$ cat src/rtl/spike_router_pkg.sv
// Shared types and helpers for the spike dispatch scheduler: LUT entry layout,
// default widths, and per-row slicing of packed address buses.
package spike_router_pkg;

   localparam int DEFAULT_NUM_SYNAPSE_ROWS = 4;
   localparam int DEFAULT_ADDR_WIDTH       = 6;
   localparam int DEFAULT_DROP_CNT_WIDTH   = 16;

   // LUT entries are sized for the default row count and address width.
   localparam int LUT_ROW_W  = $clog2(DEFAULT_NUM_SYNAPSE_ROWS);
   localparam int LUT_ADDR_W = DEFAULT_ADDR_WIDTH;
   localparam int ROW_BUS_W  = DEFAULT_NUM_SYNAPSE_ROWS * LUT_ADDR_W;

   typedef struct packed {
      logic                  enable;
      logic [LUT_ROW_W-1:0]  row;
      logic [LUT_ADDR_W-1:0] address;
   } lut_entry_t;

   function automatic logic [LUT_ADDR_W-1:0] row_address(
      input logic [ROW_BUS_W-1:0] bus,
      input int                   row
   );
      return bus[row*LUT_ADDR_W +: LUT_ADDR_W];
   endfunction

endpackage

$ cat src/rtl/rr_arbiter.sv
// Combinational round-robin arbiter: grants the first requester at or after
// the pointer, wrapping modulo N.
module rr_arbiter #(
   parameter int N = 4
) (
   input  logic [N-1:0]         req,
   input  logic [$clog2(N)-1:0] ptr,
   output logic                 grant_valid,
   output logic [$clog2(N)-1:0] grant_idx
);

   localparam int W = $clog2(N);

   logic [W-1:0] scan_idx;

   // NOTE: every variable written here gets a default before the loop, so no
   // path leaves a value held over from a previous evaluation (no latch).
   always_comb begin
      grant_valid = 1'b0;
      grant_idx   = '0;
      scan_idx    = '0;
      // Scan farthest-first so the nearest requester to the pointer wins last.
      for (int k = N - 1; k >= 0; k--) begin
         scan_idx = W'((int'(ptr) + k) % N);
         if (req[scan_idx]) begin
            grant_valid = 1'b1;
            grant_idx   = scan_idx;
         end
      end
   end

endmodule

$ cat src/rtl/spike_dispatch_scheduler.sv
// Merges per-row external stimulus with LUT-translated neuron column spikes,
// buffering column spikes in a pending bitmap and dispatching one per cycle.
module spike_dispatch_scheduler
   import spike_router_pkg::*;
#(
   parameter int NUM_COLS         = 4,
   parameter int NUM_SYNAPSE_ROWS = DEFAULT_NUM_SYNAPSE_ROWS,
   parameter int ADDR_WIDTH       = DEFAULT_ADDR_WIDTH,
   parameter int DROP_CNT_WIDTH   = DEFAULT_DROP_CNT_WIDTH
) (
   input  logic                                   clk,
   input  logic                                   reset,
   input  logic [NUM_COLS-1:0]                    spike_in_valid,
   input  logic [NUM_SYNAPSE_ROWS-1:0]            ext_valid,
   input  logic [NUM_SYNAPSE_ROWS-1:0]            ext_on_off,
   input  logic [NUM_SYNAPSE_ROWS*ADDR_WIDTH-1:0] ext_address,
   input  logic                                   lut_we,
   input  logic [$clog2(NUM_COLS)-1:0]            lut_col,
   input  logic                                   lut_enable,
   input  logic [$clog2(NUM_SYNAPSE_ROWS)-1:0]    lut_row,
   input  logic [ADDR_WIDTH-1:0]                  lut_address,
   output logic [NUM_SYNAPSE_ROWS-1:0]            out_valid,
   output logic [NUM_SYNAPSE_ROWS-1:0]            out_on_off,
   output logic [NUM_SYNAPSE_ROWS*ADDR_WIDTH-1:0] out_address,
   output logic [NUM_COLS-1:0]                    pending,
   output logic [DROP_CNT_WIDTH-1:0]              drop_count
);

   localparam int COL_W = $clog2(NUM_COLS);

   lut_entry_t                            lut [NUM_COLS];
   logic [COL_W-1:0]                      ptr;

   logic [NUM_COLS-1:0]                   candidate;
   logic [NUM_COLS-1:0]                   capture_mask;
   logic [NUM_COLS-1:0]                   grant_onehot;
   logic [NUM_COLS-1:0]                   drop_mask;
   logic [NUM_COLS-1:0]                   pending_next;
   logic                                  grant_valid;
   logic [COL_W-1:0]                      grant_idx;
   lut_entry_t                            grant_entry;
   logic                                  lut_write_ok;

   logic [NUM_SYNAPSE_ROWS-1:0]            out_valid_next;
   logic [NUM_SYNAPSE_ROWS-1:0]            out_on_off_next;
   logic [NUM_SYNAPSE_ROWS*ADDR_WIDTH-1:0] out_address_next;
   logic [DROP_CNT_WIDTH:0]                drop_sum;
   logic [DROP_CNT_WIDTH-1:0]              drop_count_next;

   // A pending column competes only if its target row is free of external
   // stimulus this cycle; a blocked column simply waits.
   always_comb begin
      for (int c = 0; c < NUM_COLS; c++) begin
         candidate[c]    = pending[c] & ~ext_valid[lut[c].row];
         capture_mask[c] = spike_in_valid[c] & lut[c].enable;
      end
   end

   rr_arbiter #(.N(NUM_COLS)) u_arbiter (
      .req         (candidate),
      .ptr         (ptr),
      .grant_valid (grant_valid),
      .grant_idx   (grant_idx)
   );

   assign grant_entry = lut[grant_idx];

   always_comb begin
      grant_onehot = '0;
      if (grant_valid) grant_onehot[grant_idx] = 1'b1;
   end

   // A re-spike on the column being granted this edge replaces the one
   // leaving, so it is kept rather than dropped.
   assign drop_mask    = capture_mask & pending & ~grant_onehot;
   assign pending_next = (pending & ~grant_onehot) | capture_mask;

   assign drop_sum        = {1'b0, drop_count} + (DROP_CNT_WIDTH+1)'($countones(drop_mask));
   assign drop_count_next = drop_sum[DROP_CNT_WIDTH] ? '1 : drop_sum[DROP_CNT_WIDTH-1:0];

   // External stimulus owns its row; the arbiter already excluded such rows,
   // so the network branch never collides with it.
   always_comb begin
      out_valid_next   = '0;
      out_on_off_next  = '0;
      out_address_next = '0;
      for (int r = 0; r < NUM_SYNAPSE_ROWS; r++) begin
         if (ext_valid[r]) begin
            out_valid_next[r]                             = 1'b1;
            out_on_off_next[r]                            = ext_on_off[r];
            out_address_next[r*ADDR_WIDTH +: ADDR_WIDTH]  = row_address(ext_address, r);
         end else if (grant_valid && grant_entry.enable && 32'(grant_entry.row) == r) begin
            out_valid_next[r]                             = 1'b1;
            out_on_off_next[r]                            = 1'b1;
            out_address_next[r*ADDR_WIDTH +: ADDR_WIDTH]  = grant_entry.address;
         end
      end
   end

   assign lut_write_ok = lut_we
                         && (32'(lut_col) < NUM_COLS)
                         && (32'(lut_row) < NUM_SYNAPSE_ROWS);

   // NOTE: the LUT is a handful of flops, not a RAM, so it is reset with the
   // rest of the state; after reset every column is disabled.
   always_ff @(posedge clk or posedge reset) begin
      if (reset) begin
         for (int c = 0; c < NUM_COLS; c++) lut[c] <= '0;
      end else if (lut_write_ok) begin
         lut[lut_col] <= '{enable: lut_enable, row: lut_row, address: lut_address};
      end
   end

   // NOTE: state updates use non-blocking assignments so every register sees
   // the pre-edge values computed above, independent of statement order.
   always_ff @(posedge clk or posedge reset) begin
      if (reset) begin
         ptr         <= '0;
         pending     <= '0;
         out_valid   <= '0;
         out_on_off  <= '0;
         out_address <= '0;
         drop_count  <= '0;
      end else begin
         pending     <= pending_next;
         out_valid   <= out_valid_next;
         out_on_off  <= out_on_off_next;
         out_address <= out_address_next;
         drop_count  <= drop_count_next;
         if (grant_valid) begin
            ptr <= (32'(grant_idx) == NUM_COLS - 1) ? '0 : grant_idx + COL_W'(1);
         end
      end
   end

endmodule

$ cat config.mk
export PLATFORM = sky130hd
export DESIGN_NAME = spike_dispatch_scheduler
export DESIGN_NICKNAME = d
export VERILOG_FILES = /design/src/rtl/spike_router_pkg.sv /design/src/rtl/rr_arbiter.sv /design/src/rtl/spike_dispatch_scheduler.sv
export SDC_FILE = /design/constraint.sdc
export NUM_CORES = 1
export LEC_CHECK = 0
export ABC_AREA = 1
export CAP_MARGIN = 30
export CORE_ASPECT_RATIO = 0.5
export CORE_UTILIZATION = 55
export CTS_BUF_LIST = sky130_fd_sc_hd__clkbuf_4 sky130_fd_sc_hd__clkbuf_8
export DETAILED_ROUTE_END_ITERATION = 7
export GPL_TIMING_DRIVEN = 0
export HOLD_SLACK_MARGIN = 0.12
export PLACE_DENSITY = 0.93
export SETUP_SLACK_MARGIN = 0.2
export SLEW_MARGIN = 5
export SYNTH_ARGS = -nofsm -noshare
export SYNTH_HDL_FRONTEND = slang
export SYNTH_SLANG_ARGS = --single-unit
$ cat constraint.sdc
create_clock -name clk -period 7.7 [get_ports clk]
set_clock_uncertainty 0.15 [all_clocks]
set_input_delay 0.77 -clock clk [delete_from_list [all_inputs] [get_ports clk]]
set_output_delay 0.77 -clock clk [all_outputs]
set_load 0.01 [all_outputs]
==> results of run 1 <==
## worst max-delay path: cells and delay by family
kind / cells / cell delay, ps
fa+ha+maj: 4 / 1280
buf+inv: 7 / 1480
simple gates: 20 / 2180
## synth_stat cells (2+ instances only)
cell / n / area (um2)
nand2_1: 187 / 702
dfrtp_1: 90 / 2250
nand3_1: 60 / 300
inv_1: 58 / 218
o21ai_0: 48 / 240
nor2_1: 28 / 105
nand2_2: 6 / 37.5
o211ai_1: 6 / 45.0
buf_4: 5 / 37.5
clkbuf_1: 5 / 18.8
ha_1: 5 / 62.6
nand2_4: 5 / 56.3
nand4_1: 5 / 31.3
nor2_2: 5 / 31.3
nor3_1: 5 / 25.0
a22o_1: 4 / 35.0
nand3_2: 4 / 40.0
a31oi_1: 3 / 18.8
buf_2: 3 / 15.0
fa_1: 3 / 60.1
xor2_1: 3 / 26.3
a211oi_1: 2 / 15.0
a21oi_1: 2 / 10.0
buf_6: 2 / 22.5
inv_2: 2 / 7.51
xnor2_1: 2 / 17.5
## flip-flops by register name (all words and copies together) (netlist names)
name	count
out_on_off	4
pending	4
out_address	24
lut	36
drop_count	16
out_valid	4
ptr	2
## cell type report
type,count,share of cell area
sequential,90,0.384
clock inverter,3,0.00682
tap,108,0.0230
timing repair buffer,102,0.177
multi-input combinational,388,0.328
clock buffer,11,0.0258
buffer,15,0.0160
inverter,61,0.0397
## cells by family after synthesis
logic type      after synthesis
fa+ha+maj                     8
simple gates                308
buf+inv                      76
flops                        90
xor+xnor                      5
compound gates               67
## routing by layer
metal  GRT usage  up-vias  share of wire
met5           0        -              0
met3      0.0704       24          0.074
li1            -     1998              -
met2       0.487      164           0.47
met4       0.105        0          0.018
met1       0.369     2003           0.43
## power by group
part	total, mW	internal (mW)	switching [mW]	leakage [nW]
clock network	0.324	0.163	0.161	0.101
registers	0.686	0.607	0.0781	1.12
logic	1.54	0.553	0.984	1.71
## worst paths after layout
kind,cells after the start,from,endpoint,slack (ps)
min reg2reg,2,lut[2],lut[2],340
max in group asynchronous,3,reset,lut[12],6220
min in group asynchronous,2,reset,out_valid[2],540
min,2,lut[2],lut[2],340
max,31,ext_valid[1],drop_count[13],2150
max reg2reg,29,lut[24],drop_count[13],2590
## stage by stage
step	hold WS, ps	setup WS, ps
global route	356	1690
global placement	311	1920
floorplan	298	2940
CTS	339	2200
finish	342	2150
detailed placement	320	1820
## cell usage in the layout, fill, tap and decap left out, drive strengths merged, types with 2 or more instances in the layout
master,count
clkbuf,16
a211oi,2
xor2,3
ha,5
clkinv,3
clkdlybuf4s50,101
dfrtp,90
nand2,198
buf,11
a31oi,3
nor2,33
fa,3
nand3,65
a22o,4
o21ai,48
inv,60
o211ai,6
a21oi,3
xnor2,2
nor3,5
nand4,5
==> run summary, run 1 <==
The synthesized netlist contains 32 unique library cells. The fraction of final layout cells sized beyond drive strength 1 is 0.0791, and the number of buffers added to fix hold violations after cts is 0. In the final routed layout, each cell accounts on average for 14.8 um. The final hold violation count was 0; the total number of H-tree levels was 3. The congestion estimate from routability-driven global placement came to 0.917. The number of flops mapped to enable cells by yosys works out to 0. Latest clock arrival within the worst-skew pair: 380 ps. The combined flip-flop and latch cell area is 2250 um2, and the number of top-level design ports is 102. The logs give 70 for the maximum number of pins on one net before global-route repair and 5870 um2 for the final design area excluding fillers.

VDD sags by at most 0.000231 V. The relative max-transition margin came out at 0.683. The starting density of the core was 0.590; the share of synthesized cell area in and, or, nand and nor gates was 0.302. Summed over all failing endpoints, the final setup total negative slack is 0 ps. A synthesized cell averages 8.13 um2. The TritonCTS buffer count was 9; the overall track demand over capacity in global routing was 0.290.

The first global-routing pass estimated 18500 um of wire. After detailed placement, the total cell area comes to 5680 um2. Clock tree synthesis found a total of 90 sinks. The total vias in the final route was 4189. Across the run, the number of max-cap violations was 0.

No sink is reached through more buffers than the 2 on the longest clock path. For the number of remaining DRC errors, the log shows 0. Post-detailed-placement half-perimeter wirelength: 8390 um. The net count of the mapped netlist was 612; the async set or reset register ratio after synthesis was 1.00. The wire length reported by the detailed router is 11500 um.

The run finished with clean final reports. Port buffering added 101 buffers. After layout, the minimum clock period comes to 5550 ps.

Row generation in the floorplan step produced 22 rows. For the worst setup path, the data required time is 7870 ps. The tools report the type of element launching the critical path as an input pin.

The post-synthesis mux area share works out to 0. TritonCTS built the clock tree. The number of instances in the synthesized netlist is 554, and the count of filler cells inserted in the layout is 526. Post-cts gate resize count: 0.

In the synthesized netlist the dominant register cell turns out to be dfrtp_1. The number of setup buffers added after CTS is 0. For this run the aggregate overflow at the end of global routing stands at 0.

STA classifies the critical path endpoint as a flop. Dividing the detail-routed via count by the number of cells gives 5.38. The slowest cell on the critical path was clkdlybuf4s50_1. At the worst endpoint, the arrival time is 5720 ps.

The die covers 8570 um2. Setup violations remaining at the end of the flow were counted as 0. For this design the static power due to leakage is 2.93 nW. The run gives 0 as the total count of max-transition violations in the final report.

Compared with the post-synthesis result, the final layout area differs by 30.4%. The residual antenna-violating net count after detailed routing came out at 0. The synthesized design contains 90 register bits. Clock-pin slew was measured on the worst setup and hold paths at 90 ps.

Final standard cell utilization of the core: 0.770. By area, the combinational part of the netlist is dominated by simple AND/OR/NAND/NOR gates. Summing every instance area after synthesis gives 4500 um2. The floorplan step set the die width to 130 um. The worst hold-check path type is reg -> reg. The multi-input logic area was 1930 um2; the number of inserted diodes was 0. The number of warnings reported in the yosys synthesis log was 0. The post-synthesis sequential area ratio is 0.500.

In the final design database the tool counted 725 nets. The logs give 0 for the initial antenna violation count and 180 MHz for the maximum clock frequency. The post-route clock period utilization came out at 0.721. For the pin with the worst max-slew slack, the measured transition is 472 ps. The cell sitting at the root of the clock tree is a clkbuf_8.

Setup repair after global routing left no endpoint under its margin. The run gives 2.55 mW as the post-layout total power. After the flow finishes, the layout carries non-filler instances totaling 778.

The cell area power density works out to 434 nW/um2. By startpoint and endpoint, the worst setup path is classified as in -> reg. For this block, the initial DRC count from the detailed router was 292. The number of global-route vias before repair was 3928; the chip height was 66.0 um. The xor and xnor area share after synthesis is 0.00973. The adder-cell share of the synthesized area was 0.0272; the biggest cell delay along the critical path was 500 ps.

The maximum net fanout on the critical path works out to 11. The cell that appears most often on the critical path is nand2_1. Including well taps, the total number of placed cells is 764.

For the core area, the log shows 7620 um2. The compound-cell area share of the yosys netlist is 0.0887. First-pass iteration count of the detailed router: 5.
Power figures use the tool's default switching activity.
==> inputs of run 2 (changes only) <==
CORE_UTILIZATION = 47   (was 55)
PLACE_DENSITY = 0.85   (was 0.93)
clock period = 4.6 ns   (was 7.7 ns; I/O delays follow)
==> run 2 against run 1 <==
Compared with the run above: non-clock buffer count increased by 32; global-route usage is 2.8 points lower; highest routed layer unchanged; flip-flop and latch count stayed put; sequential share of layout area shrank 3.7 points; register-to-register slack worse by 2400 ps; clock power up 88%; routed wire length is 17% higher; combinational power increased by 96%; critical path depth is 4 lower; sequential power up 71%; cell count is 5.5% higher; design area rose by 11%.
==> run summary, run 2 (synthesis gave the netlist of run 1 again) <==
The register bank with the most flops is lut (unchanged). The vias per cell is 5.38 (about the same). The final hold violation count was 0 (unchanged); the buffer and inverter count on the worst path was 8 (was 7). The run gives 0.638 (was 0.683) as the relative max-transition margin. The required time at the endpoint of the critical path is 4760 ps (was 7870 ps), and the biggest cell delay along the critical path is 510 ps (was 500 ps). The tools report the total count of max-transition violations in the final report as 0 (unchanged). The transition time of the tightest slew-check pin was 539 ps (was 472 ps); the number of buffers added to fix hold violations after cts was 0 (unchanged).

The flip-flop count of the largest register, all copies and words added is 36 (unchanged). Number of nets in the layout: 757 (was 725). The number of port buffers works out to 101 (unchanged). The worst endpoint data arrival time was 4570 ps (was 5720 ps). The count of filler cells inserted in the layout was 617 (was 526); the count of clock tree sinks was 90 (unchanged). The final standard cell utilization of the core came out at 0.721 (was 0.770).

The critical setup path kind is reg -> reg (was in -> reg). The logic depth of the worst register-to-register path came out at 27 (was 29). The tools report the first-pass iteration count of the detailed router as 5 (unchanged). The synthesis-to-layout area growth works out to 44.3% (was 30.4%). The most prevalent standard cell on the critical path was nand2_2 (was nand2_1).

TritonCTS built the clock tree. The run gives 10000 um2 (was 8570 um2) as the area of the die. Most frequent cells in the layout: 162 x nand2_1, 97 x clkdlybuf4s50_1, 89 x dfrtp_1 (was 187 x nand2_1, 101 x clkdlybuf4s50_1, 90 x dfrtp_1).

The logs give 19900 um (was 18500 um) for the wire length of the first global-routing pass and 60 (was 70) for the maximum number of pins on one net before global-route repair. Number of inserted diodes: 0 (unchanged). The post-layout total power is 4.80 mW (was 2.55 mW).

For the latest clock arrival within the worst-skew pair, the log shows 380 ps (about the same). The run finished with clean final reports. Nature of the critical path endpoint: a flop (unchanged). The chip height was 71.2 um (was 66.0 um). The maximum clock path buffer count was 2 (unchanged); the DRC violation total after the first TritonRoute iteration was 346 (was 292). The minimum setup slack after placement was -969 ps (was 1820 ps); the final worst-path setup slack was 195 ps (was 2150 ps). The maximum clock frequency was 227 MHz. The number of standard-cell rows in the floorplan is 24 (was 22). Depth of the critical timing path with buffers and inverters included: 27 (was 31).

The post-route clock period utilization works out to 0.958. The type of element launching the critical path was a flop (was an input pin). Setup repair after global routing could not meet its margin everywhere.

The most common cell after layout, fill and taps aside was nand2_1 (unchanged). The largest delay contributor family on the critical path was simple AND/OR/NAND/NOR gates (unchanged). The clock-pin slew reported for the worst setup and hold paths after clock tree synthesis came out at 90 ps (about the same).

The number of remaining DRC errors was 0 (unchanged); the floorplan die width was 140 um (was 130 um). Core area: 9010 um2 (was 7620 um2). For the standby leakage power, the log shows 3.19 nW (was 2.93 nW). Residual antenna-violating net count after detailed routing: 0 (unchanged). The library cell used as clock root buffer is clkbuf_8 (unchanged). For the worst IR drop on VDD, the log shows 0.000382 V (was 0.000231 V). The run gives 4414 (was 4189) as the total vias in the final route. The worst hold-check path type is in -> async (was reg -> reg).

The initial antenna violation count is 0 (unchanged). The slowest cell on the critical path was fa_1 (was clkdlybuf4s50_1). The fraction of final layout cells sized beyond drive strength 1 was 0.213 (was 0.0791); the total of endpoints with negative setup slack in the final report was 0 (unchanged). The TritonCTS buffer count is 9 (unchanged). The post-detailed-placement half-perimeter wirelength is 8340 um (was 8390 um), and the overall track demand over capacity in global routing is 0.262 (was 0.290). The cell area power density was 739 nW/um2 (was 434 nW/um2); the global route total overflow was 0 (unchanged).

The logs give 3 (unchanged) for the total number of H-tree levels and 0.500 (was 0.590) for the starting density of the core. Number of global-route vias before repair: 4065 (was 3928). The number of top-level design ports was 102 (unchanged). For the placer's final routability congestion estimate, the log shows 0.870 (was 0.917). Biggest registers after layout: lut: 36 flops, out_address: 24 flops, drop_count: 16 flops (unchanged). The max-capacitance violation count is 0 (unchanged), and the maximum net fanout on the critical path is 10 (was 11). The wire length reported by the detailed router was 13400 um (was 11500 um). The final period demand of the worst path works out to 4410 ps.

The routed length per placed instance works out to 16.4 um (was 14.8 um).
[run 2: cell count changes in the layout (fill, tap and decap cells not counted), moves of 7 or more]
cell | previous run | this run
buf_4 | 5 | 32
inv_1 | 57 | 49
nand2_1 | 187 | 162
nand2_2 | 6 | 24
nand2_4 | 5 | 12
nand3_1 | 60 | 45
nand3_2 | 4 | 15
[run 2: area by class of cell]
class | instances | area (um2) | area share
Tap cell | 117 | 146 | 0.0225
Buffer | 15 | 130 | 0.0200
Timing Repair Buffer | 134 | 1280 | 0.197
Inverter | 61 | 243 | 0.0374
Clock buffer | 11 | 145 | 0.0223
Sequential cell | 90 | 2250 | 0.347
Multi-Input combinational cell | 388 | 2220 | 0.342
Clock inverter | 5 | 77.6 | 0.0119
[run 2: report_power, final]
part	leakage (nW)	internal, mW	switching [mW]	total (mW)
Sequential	1.12	1.02	0.154	1.17
Clock	0.113	0.325	0.284	0.609
Combinational	1.96	1.14	1.88	3.02
[run 2: routing by layer]
| layer | GRT usage | part of all wire | wire length (um) | vias to the layer above |
|---|---|---|---|---|
| met1 | 0.339 | 0.42 | 5620 | 2104 |
| met2 | 0.431 | 0.48 | 6480 | 210 |
| li1 | - | - | - | 2059 |
| met3 | 0.0718 | 0.072 | 973 | 41 |
| met5 | 0 | 0 | 0 | - |
| met4 | 0.0855 | 0.027 | 364 | 0 |
[run 2: what timing repair did]
action / CTS / global route
setup endpoints to repair: 16 / 16
resized for setup: 43 / 56
buffers inserted: 18 / 13
pin swaps: 14 / 25
gates cloned: 1 / 0
[run 2: path summary, 6_finish.rpt]
| kind | start | to | slack [ps] |
|---|---|---|---|
| worst max register to register | ptr[0] | drop_count[4] | 190 |
| worst min-delay path | reset | out_valid[0] | 300 |
| max in group asynchronous | reset | lut[24] | 3350 |
| worst min register to register | lut[4] | lut[4] | 340 |
| worst max-delay path | ptr[0] | drop_count[4] | 190 |
| min in group clk | lut[4] | lut[4] | 340 |
[run 2: through the flow]
stage / hold WS (ps) / instance area, um2 / TNS (ps) / std cells
6_report: 303 / 6500 / 0 / 821
3_5_place_dp: 320 / 5690 / -14530 / 773
2_1_floorplan: 298 / 4500 / 0 / 554
4_1_cts: 314 / 6190 / 0 / 808
3_3_place_gp: 310 / 5660 / -12930 / 772
5_1_grt: 327 / 6500 / 0 / 821
==> inputs of run 3 (changes only) <==
CORE_UTILIZATION = 30   (was 47)
PLACE_DENSITY = 0.61   (was 0.85)
==> run 3 against run 2 <==
Compared with the run above: die area is 55% higher; fmax is 0.60% higher; register-to-register slack better by 40 ps; critical path depth is 4 higher; design area is 1.5% higher.
==> run summary, run 3 (synthesis gave the netlist of run 1 again) <==
The flow ran to the end, and the final reports show no timing, DRC or antenna violations. Count of placed standard cells including taps: 854 (was 773). The logs give 0 (unchanged) for the total of endpoints with negative setup slack in the final report and 3.20 nW (was 3.19 nW) for the standby leakage power.

For the TritonCTS buffer count, the log shows 9 (unchanged). The logs give 228 MHz (was 227 MHz) for the maximum clock frequency and 0 (unchanged) for the global route total overflow. The logs give 0.633 (was 0.629) for the logic gate share of total power and 0 (unchanged) for the final hold violation count. The reg-to-reg critical path startpoint is lut[24] (was ptr[0]).

The transition time of the tightest slew-check pin is 609 ps (was 539 ps). The count of filler cells inserted in the layout was 1398 (was 617); the internal power was 2.39 mW (was 2.49 mW). The number of standard-cell rows in the floorplan was 31 (was 24); the vias per cell was 4.57 (was 5.38). The synthesis-to-layout area growth is 46.5% (was 44.3%), and the wire length of the first global-routing pass is 20300 um (was 19900 um).

The minimum setup slack after placement is -1060 ps (was -969 ps), and the post-detailed-placement half-perimeter wirelength is 8890 um (was 8340 um). The total vias in the final route was 4142 (was 4414); the overall track demand over capacity in global routing was 0.170 (was 0.262). The placer's final routability congestion estimate is 0.839 (was 0.870). The biggest cell delay along the critical path came out at 520 ps (was 510 ps). In this run the most critical hold path is launched from lut[5]. Worst hold-check path type: reg -> reg (was in -> async).

The chip height works out to 88.6 um (was 71.2 um). The area of the die is 15500 um2 (was 10000 um2). Biggest registers after layout: lut: 36 flops, out_address: 24 flops, drop_count: 16 flops (unchanged).

The tools report the total number of H-tree levels as 3 (unchanged). The switching power total is 2.24 mW (was 2.32 mW), and the core area is 14500 um2 (was 9010 um2). The tools report the type of element launching the critical path as an input pin (was a flop). The fraction of final layout cells sized beyond drive strength 1 works out to 0.230 (was 0.213).

Hold path depth: 2. The flip-flop count of the largest register, all copies and words added is 36 (unchanged), and the wire length reported by the detailed router is 13100 um (was 13400 um). Slowest cell on the critical path: fa_1 (unchanged).

The run gives 907 (was 821) as the count of placed standard cells in the final layout, fillers left out. The tools report the final design area excluding fillers as 6590 um2 (was 6500 um2). Logic depth of the worst register-to-register path: 31 (was 27). The DRC violation total after the first TritonRoute iteration is 154 (was 346). The most common cell after layout, fill and taps aside was nand2_1 (unchanged). The final period demand of the worst path is 4380 ps (was 4410 ps), and the post-layout total power is 4.64 mW (was 4.80 mW). The run gives 0 (unchanged) as the total count of max-transition violations in the final report. The first-pass iteration count of the detailed router came out at 5 (unchanged).

The clock-pin slew reported for the worst setup and hold paths after clock tree synthesis is 100 ps (was 90 ps). The net switching share of the total power was 0.484 (was 0.482). The part of the power in registers is 0.251 (was 0.244), and the cell area reported after detailed placement is 5790 um2 (was 5690 um2). The run gives 4064 (was 4065) as the number of global-route vias before repair. The run gives 2 (unchanged) as the maximum clock path buffer count. The logs give 0.310 (was 0.500) for the starting density of the core and 4490 ps (was 4570 ps) for the worst endpoint data arrival time.

TritonCTS built the clock tree. The logs give 47 (was 60) for the maximum number of pins on one net before global-route repair and 0 (unchanged) for the number of remaining DRC errors. The tools report the library cell used as clock root buffer as clkbuf_8 (unchanged). Setup repair after global routing could not meet its margin everywhere.

The tools report the relative contribution of the clock network to total power as 0.116 (was 0.127). For the relative max-transition margin, the log shows 0.594 (was 0.638). The tools report the max-capacitance violation count as 0 (unchanged).

The residual antenna-violating net count after detailed routing came out at 0 (unchanged). The run gives 0.000363 V (was 0.000382 V) as the worst IR drop on VDD. Number of port buffers: 101 (unchanged). For the final standard cell utilization of the core, the log shows 0.453 (was 0.721). Number of inserted diodes: 0 (unchanged). The routed length per placed instance is 14.4 um (was 16.4 um), and the final total negative setup slack is 0 ps (unchanged). For the count of clock tree sinks, the log shows 90 (unchanged). The register bank with the most flops is lut (unchanged). The endpoint of the worst register-to-register path is drop_count[6] (was drop_count[4]). The latest clock arrival within the worst-skew pair was 370 ps (was 380 ps); the maximum net fanout on the critical path was 4 (was 10). The run gives 230 ps (was 190 ps) as the reg2reg setup slack.

The smallest hold slack is 345 ps (was 303 ps). The final worst-path setup slack came out at 221 ps (was 195 ps). The tools report the nature of the critical path endpoint as a flop (unchanged). The post-route clock period utilization was 0.952 (was 0.958). The critical setup path kind is in -> reg (was reg -> reg). The required time at the endpoint of the critical path came out at 4720 ps (was 4760 ps). The path with the worst hold slack has its endpoint at lut[5]. The run gives 102 (unchanged) as the number of top-level design ports. Most frequent cells in the layout: 161 x nand2_1, 97 x clkdlybuf4s50_1, 87 x dfrtp_1 (was 162 x nand2_1, 97 x clkdlybuf4s50_1, 89 x dfrtp_1). The tools report the initial antenna violation count as 0 (unchanged). The cell area power density is 703 nW/um2 (was 739 nW/um2), and the floorplan die width is 175 um (was 140 um).

The tools report the number of nets in the layout as 762 (was 757).
==> run 3: cell count changes in the layout (fill, tap and decap cells not counted), sizes merged <==
cell           before  now
inv                59   65
clkbuf             15   14
dlygate4sd2         4    1
clkinvlp            2    1
clkinv              3    2
bufinv              2    0
buf                44   49
clkdlybuf4s15       0    2
==> run 3: worst max path at each step <==
stage,start,to,slack [ps]
after global routing,lut[24],drop_count[14],10
after CTS,lut[33],drop_count[6],200
after floorplan,ext_valid[1],drop_count[14],180
after detailed placement,ext_valid[0],drop_count[14],-1060
after global placement,ext_valid[0],drop_count[13],-1000
final,ext_valid[0],drop_count[6],220
==> run 3: area by class of cell <==
class | instances | area (um2) | area share
flip-flops and latches | 90 | 2260 | 0.342
multi-input cells | 388 | 2210 | 0.335
plain buffers | 15 | 134 | 0.0203
clock inverters | 7 | 66.3 | 0.0101
clock buffers | 9 | 124 | 0.0188
repair buffers | 139 | 1320 | 0.200
inverters | 61 | 240 | 0.0364
well taps | 198 | 248 | 0.0376
==> run 3: worst max-delay path: cells and delay by family <==
kind | cells | cell delay (ps)
AO/OA/AOI/OAI | 1 | 60
adder cells (fa/ha/maj) | 4 | 1280
buffers and inverters | 11 | 1420
AND/OR/NAND/NOR | 15 | 1260
==> run 3: layer usage <==
layer | up-vias | track usage | wire length (um)
met2 | 82 | 0.294 | 6380
met4 | 0 | 0.0514 | 102
met3 | 10 | 0.0322 | 496
li1 | 2069 | - | -
met1 | 1981 | 0.221 | 6120
met5 | - | 0 | 0
==> run 3: repair_timing <==
item	CTS	global route
gates resized for setup	43	65
pin swaps	15	10
buffers inserted	25	11
setup endpoints to repair	16	16
hold buffers	0	0
cloned	1	0
==> run 3: power groups by stage <==
stage               Combinational (mW)  Clock [mW]  Sequential [mW]
floorplan                         1.56           0             1.22
global route                      3.22       0.588             1.19
detailed placement                2.55           0             1.16
global placement                  2.52           0             1.16
CTS                               2.76       0.559             1.15
finish                            2.94       0.540             1.16
